[src/rtl/modn_timer_digit_if.sv]
// Bus between a timer digit and whatever drives or consumes it: load/enable
// inputs, count and carry/status outputs.
interface modn_timer_digit_if #(
   parameter int WIDTH = 4
);
   logic             loadn;
   logic             enable;
   logic [WIDTH-1:0] input_number;
   logic [WIDTH-1:0] output_number;
   logic             tc;
   logic             zero;
   logic             done;

   modport master (
      output loadn, enable, input_number,
      input  output_number, tc, zero, done
   );

   modport slave (
      input  loadn, enable, input_number,
      output output_number, tc, zero, done
   );
endinterface

[src/rtl/modn_timer_digit.sv]
// Loadable modulo-N up/down digit counter with a cascade carry/borrow (tc),
// a zero flag, and an optional stop-at-terminal mode with a sticky done flag.
module modn_timer_digit #(
   parameter int WIDTH       = 4,
   parameter int MODULUS     = 10,
   parameter int UP          = 0,
   parameter int STOP_AT_END = 0
) (
   input logic               clock,
   input logic               clearn,
   modn_timer_digit_if.slave bus
);
   localparam logic [WIDTH-1:0] LAST = WIDTH'(MODULUS - 1);
   localparam logic [WIDTH-1:0] TERM = (UP != 0) ? LAST : '0;
   localparam logic [WIDTH:0]   MODW = (WIDTH + 1)'(MODULUS);

   logic [WIDTH-1:0] count, count_nxt, load_val;
   logic             done_q, done_nxt, at_term;

   // Out-of-range loads saturate so the count never leaves 0..MODULUS-1.
   assign load_val = ({1'b0, bus.input_number} >= MODW) ? LAST : bus.input_number;
   assign at_term  = (count == TERM);

   always_comb begin
      count_nxt = count;
      done_nxt  = done_q;
      if (!bus.loadn) begin
         count_nxt = load_val;
         done_nxt  = 1'b0;
      end else if (bus.enable && !done_q) begin
         if (!at_term)
            count_nxt = (UP != 0) ? count + WIDTH'(1) : count - WIDTH'(1);
         else if (STOP_AT_END != 0)
            done_nxt = 1'b1;
         else
            count_nxt = (UP != 0) ? '0 : LAST;
      end
   end

   always_ff @(posedge clock or negedge clearn) begin
      if (!clearn) begin
         count  <= '0;
         done_q <= 1'b0;
      end else begin
         count  <= count_nxt;
         done_q <= done_nxt;
      end
   end

   // tc is gated by done so a held terminal count carries only once.
   assign bus.output_number = count;
   assign bus.tc            = bus.enable & at_term & ~done_q;
   assign bus.zero          = (count == '0);
   assign bus.done          = done_q;
endmodule
[src/flat_wrapper.sv]
// flat-port wrapper written by rule: the top's interface ports become plain ports
module modn_timer_digit_flat 
#(
   parameter int WIDTH       = 4,
   parameter int MODULUS     = 10,
   parameter int UP          = 0,
   parameter int STOP_AT_END = 0
)
  (clock, clearn, bus_loadn, bus_enable, bus_input_number, bus_output_number, bus_tc, bus_zero, bus_done);
  modn_timer_digit_if #(.WIDTH(WIDTH)) bus_i ();
  input logic clock;
  input logic clearn;
  input wire logic [$bits(bus_i.loadn)-1:0] bus_loadn;
  input wire logic [$bits(bus_i.enable)-1:0] bus_enable;
  input wire logic [$bits(bus_i.input_number)-1:0] bus_input_number;
  output wire logic [$bits(bus_i.output_number)-1:0] bus_output_number;
  output wire logic [$bits(bus_i.tc)-1:0] bus_tc;
  output wire logic [$bits(bus_i.zero)-1:0] bus_zero;
  output wire logic [$bits(bus_i.done)-1:0] bus_done;
  assign bus_i.loadn = bus_loadn;
  assign bus_i.enable = bus_enable;
  assign bus_i.input_number = bus_input_number;
  assign bus_output_number = bus_i.output_number;
  assign bus_tc = bus_i.tc;
  assign bus_zero = bus_i.zero;
  assign bus_done = bus_i.done;
  modn_timer_digit #(.WIDTH(WIDTH), .MODULUS(MODULUS), .UP(UP), .STOP_AT_END(STOP_AT_END)) u_core (.clock(clock), .clearn(clearn), .bus(bus_i));
endmodule
[config.mk]
export PLATFORM = sky130hd
export DESIGN_NAME = modn_timer_digit_flat
export DESIGN_NICKNAME = d
export VERILOG_FILES = /design/src/rtl/modn_timer_digit_if.sv /design/src/rtl/modn_timer_digit.sv /design/src/flat_wrapper.sv
export SDC_FILE = /design/constraint.sdc
export NUM_CORES = 1
export LEC_CHECK = 0
export ABC_CLOCK_PERIOD_IN_PS = 3800
export BUFFER_PORTS_ARGS = -buffer_cell sky130_fd_sc_hd__buf_2
export CAP_MARGIN = 0
export CORE_AREA = 2 2 39 41
export CTS_CLUSTER_SIZE = 28
export DETAILED_ROUTE_END_ITERATION = 7
export DIE_AREA = 0 0 41 43
export GPL_TIMING_DRIVEN = 1
export PLACE_DENSITY = 0.53
export SLEW_MARGIN = 30
export SYNTH_ARGS = -nofsm -noshare
export SYNTH_HDL_FRONTEND = slang
export SYNTH_SLANG_ARGS = --single-unit
[constraint.sdc]
create_clock -name clock -period 3.8 [get_ports clock]
set_input_delay 0 -clock clock [delete_from_list [all_inputs] [get_ports clock]]
set_output_delay 0 -clock clock [all_outputs]
set_load 0.02 [all_outputs]
* After elaboration in Yosys (flattened, before gate mapping)
Cells that the tools add are included.
Word-level totals: flip-flop bits (word level) 4, bits of input ports 8, word-level logic and storage cells 10
Cells by class: $add $sub $neg 1, order comparisons 1, equality and inequality tests 1, multiplexer cells 4, bitwise gates (word level) 1, reductions and logical operators 1
Operator list (number):
- $mux W4 | 4
- $ge A4 B4 Y1 const B | 1
- $logic_not A4 Y1 | 1
- $sub A4 B1 Y4 const B | 1
- $ne A2 B1 Y1 const B | 1
- $and A1 B1 Y1 | 1

* Logic depth before layout (Yosys ltp)
depth after elaboration 4, mapped depth 4, gate-level depth less buffers 3

* Worst setup path after synthesis
OpenSTA, ideal clock, no wires.
path type flip-flop to flip-flop, start point register u_core.count[1] (netlist: u_core.bus.output_number[1]), end point register u_core.count[3] (netlist: u_core.bus.output_number[3]), setup time 0.077 ns, arrival time 1.321 ns, setup slack 2.402 ns, stages on the path, launching flop included 4, buffers on the path 0, period minus slack after synthesis 1.398 ns, path through dfrtp_1 > or4b_4 > xor2_1 > a21oi_1
On the way: longest elaborated chain between the ends 4, elaborated cells on any way between the ends 5, those cells by class add/sub (1); mux (3); reduce/logical (1)
RTL lines:
- start, declared | line modn_timer_digit.sv:17 | logic [WIDTH-1:0] count, count_nxt, load_val;
- start signal, assigned | line modn_timer_digit.sv:45 | count <= count_nxt;
- $sub A4 B1 Y4 or $logic_not A4 Y1 (tied branches) | line modn_timer_digit.sv:32, modn_timer_digit.sv:22
- $mux W4 (*) | line modn_timer_digit.sv:31 | if (!at_term)
- $mux W4 (*) | line modn_timer_digit.sv:30 | end else if (bus.enable && !done_q) begin
- $mux W4 (*) | line modn_timer_digit.sv:27 | if (!bus.loadn) begin
Every way passes the cells marked *; elsewhere a longest branch is shown, timed or not. The select of a mux whose other input is x is not followed. A chain may end at the register's enable or synchronous reset.

* Worst setup path after layout
start point register u_core.count[1] (netlist: u_core.bus.output_number[1]), end point output port bus_tc
On the way: longest elaborated chain between the ends 2
RTL lines:
- $logic_not A4 Y1 | line modn_timer_digit.sv:22 | assign at_term = (count == TERM);
- $and A1 B1 Y1 | line modn_timer_digit.sv:52 | assign bus.tc = bus.enable & at_term & ~done_q;
- end, declared | line flat_wrapper.sv:17 | output wire logic [$bits(bus_i.tc)-1:0] bus_tc;
No other way between the ends.

==> results.txt <==
Outcome: finished clean
Pre-CTS setup slack: 2.45 ns
Adder-Cell Fraction of Synth Area: 0%
CTS root buf: clkbuf_4
Chip Height: 43 um
Final number of setup-violating endpoints: 0
Post-Synth XOR/XNOR Area: 3.50%
Fillers: 161
Skew-Pair Late Insertion Delay: 0.24 ns
Worst Hold Class: input port to register
CORE AREA: 1380 um^2
Mux cell area share after synthesis: 0%
IO Port Bufs: 13
GRT overflow: 0
Initial Util: 18.1%
Fmax: 670 MHz
Initial antenna violation count: 0
Distinct cells, synth: 18
Compound-Gate Fraction of Synth Area: 17.5%
Number of max-cap violations: 0
Final setup skew: 0.00218 ns
Clock sinks: 4
Via count: 257
Largest net degree at the start of global routing: 9
Post-Syn Area: 250 um^2
Commonest non-fill, non-tap cell in the layout: buf_2
DR WL/cell: 9.70 um
Final nets: 54
HP Start: bus_input_number[2]
Hold endpoint: u_core.bus.output_number[2]
Detailed placer's ending HPWL: 451 um
Final number of hold-violating endpoints: 0
Max FO, Critical Path: 6
Warnings, synthesis: 0
Register area: 100 um^2
Global placement routability congestion: 0.755
Tmin final: 1.49 ns
Max reg flops: 4
Unrepaired setup endpoints after global routing: false
Post-Syn Area per Cell: 8.63 um^2
Synth-to-layout area growth: 39.5%
Simple-Gate Fraction of Synth Area: 27.0%
Pleak: 0.172 nW
Path depth of the worst reg2reg path: 3
Initial DRC Count: 3
Num rows: 14
Maximum vdd drop: 0.000199 V
Clock slew at reported path FFs: 0.04 ns
Post-synthesis sequential area ratio: 40.0%
Register bit total from synthesis: 4
Req. time, crit path: 3.80 ns
Die width: 41 um
ANT nets after route: 0
CTS tree: done
Routed WL: 582 um
Fraction of layout cells with a size suffix above 1: 40.9%
Clk buf depth: 2
Crit Reg-Reg Endpoint: u_core.bus.output_number[3]
Cts bufs inserted: 3
Most frequent cells in the layout: 13 x buf_2, 4 x nor2_1, 4 x dfrtp_1
Ports: 15
Hold path depth: 3
Post-CTS sizing: 0
Reg2Reg Setup Slack: 2.44 ns
Setup ws final: 2.31 ns
Area of the multi-input gates: 124 um^2
Gr usage total: 8.76%
CTS HTree Levels: 1
Final period util: 39.3%
Largest family of logic cells by synthesized area: simple AND/OR/NAND/NOR gates
Tot Pwr: 142 uW
DIE AREA: 1760 um^2
First-pass GRT wire length: 945 um
Setup Crit Path Kind: register to primary output
Vias in the first global route: 228
Synth Net Count: 37
Fin. max-slew vios: 0
Area after DPL: 317 um^2
Setup crit end kind: primary output
Crit path arrival time: 1.49 ns
Post-route cell area: 349 um^2
Syn Inst Count: 29
Pwr dens: 408 nW/um^2
Diode count: 0
Post-route setup TNS: 0 ns
DR vias/cell: 4.28
Worst r2r src: u_core.bus.output_number[1]
Post-route DRC violation count: 0
CP Launch Type: register
TritonRoute pass-1 iters: 4
-- routing by layer --
| layer | global-route usage [%] | up-vias | part of all wire [%] |
|---|---|---|---|
| li1 | - | 129 | - |
| met1 | 9.09 | 115 | 48 |
| met2 | 10.9 | 13 | 40 |
| met3 | 9.42 | 0 | 12 |
| met4 | 4.00 | 0 | 0 |
| met5 | 0 | - | 0 |
-- layout make-up --
cell class	count	area share (%)
multi-input cells	21	35.5
flip-flops and latches	4	28.7
repair buffers	14	21.5
clock buffers	3	6.45
well taps	16	5.73
inverters	2	2.15
-- how the worst max path moves through the flow --
stage	startpoint	endpoint	slack (ns)
5_1_grt	u_core.bus.output_number[1]	bus_tc	2.25
3_5_place_dp	u_core.bus.output_number[1]	u_core.bus.output_number[3]	2.45
2_1_floorplan	u_core.bus.output_number[1]	u_core.bus.output_number[3]	2.40
6_report	u_core.bus.output_number[1]	bus_tc	2.31
3_3_place_gp	u_core.bus.output_number[1]	u_core.bus.output_number[3]	2.47
4_1_cts	u_core.bus.output_number[1]	bus_tc	2.31
-- cells by family after synthesis --
family / count (synthesis)
simple gates: 12
compound gates: 7
flops: 4
buf+inv: 4
xor+xnor: 1
other cells: 1
-- what timing repair did --
action | in CTS | in global routing
hold buffers | 1 | 0
hold endpoints to repair | 4 | 0
buffers inserted | 0 | 0
-- cell usage after synthesis --
cell / count / area, um^2
nand3_1: 1 / 5.00
or3_2: 1 / 7.51
o21ai_0: 2 / 10.0
nor4_1: 1 / 6.26
a21oi_1: 2 / 10.0
o221ai_1: 1 / 8.76
xor2_1: 1 / 8.76
a32oi_1: 1 / 8.76
conb_1: 1 / 3.75
inv_1: 2 / 7.51
nand2_1: 2 / 7.51
nor2_1: 4 / 15.0
or4b_4: 1 / 13.8
buf_4: 1 / 7.51
nand2b_1: 2 / 12.5
clkdlybuf4s15_2: 1 / 11.3
a31oi_1: 1 / 6.26
dfrtp_1: 4 / 100
-- critical path: stages (launching register included) --
cell and delay [ns]:
dfrtp_1 0.41, or4b_4 0.58, nor2_1 0.10, buf_2 0.17
-- power breakdown --
part,switching (mW),internal (mW),total (mW)
logic,0.0199,0.0143,0.0341
clock network,0.0185,0.0354,0.0539
registers,0.00667,0.0477,0.0543
-- stage by stage --
stage / hold slack (ns) / util, % / cells
finish: 0.0267 / 25.2 / 60
global route: 0.0322 / 25.2 / 60
CTS: 0.0301 / 25.2 / 60
detailed placement: -0.192 / 22.9 / 56
global placement: -0.190 / 22.9 / 56
floorplan: -0.296 / - / 29
No activity file was read; power rests on OpenSTA's default activity.
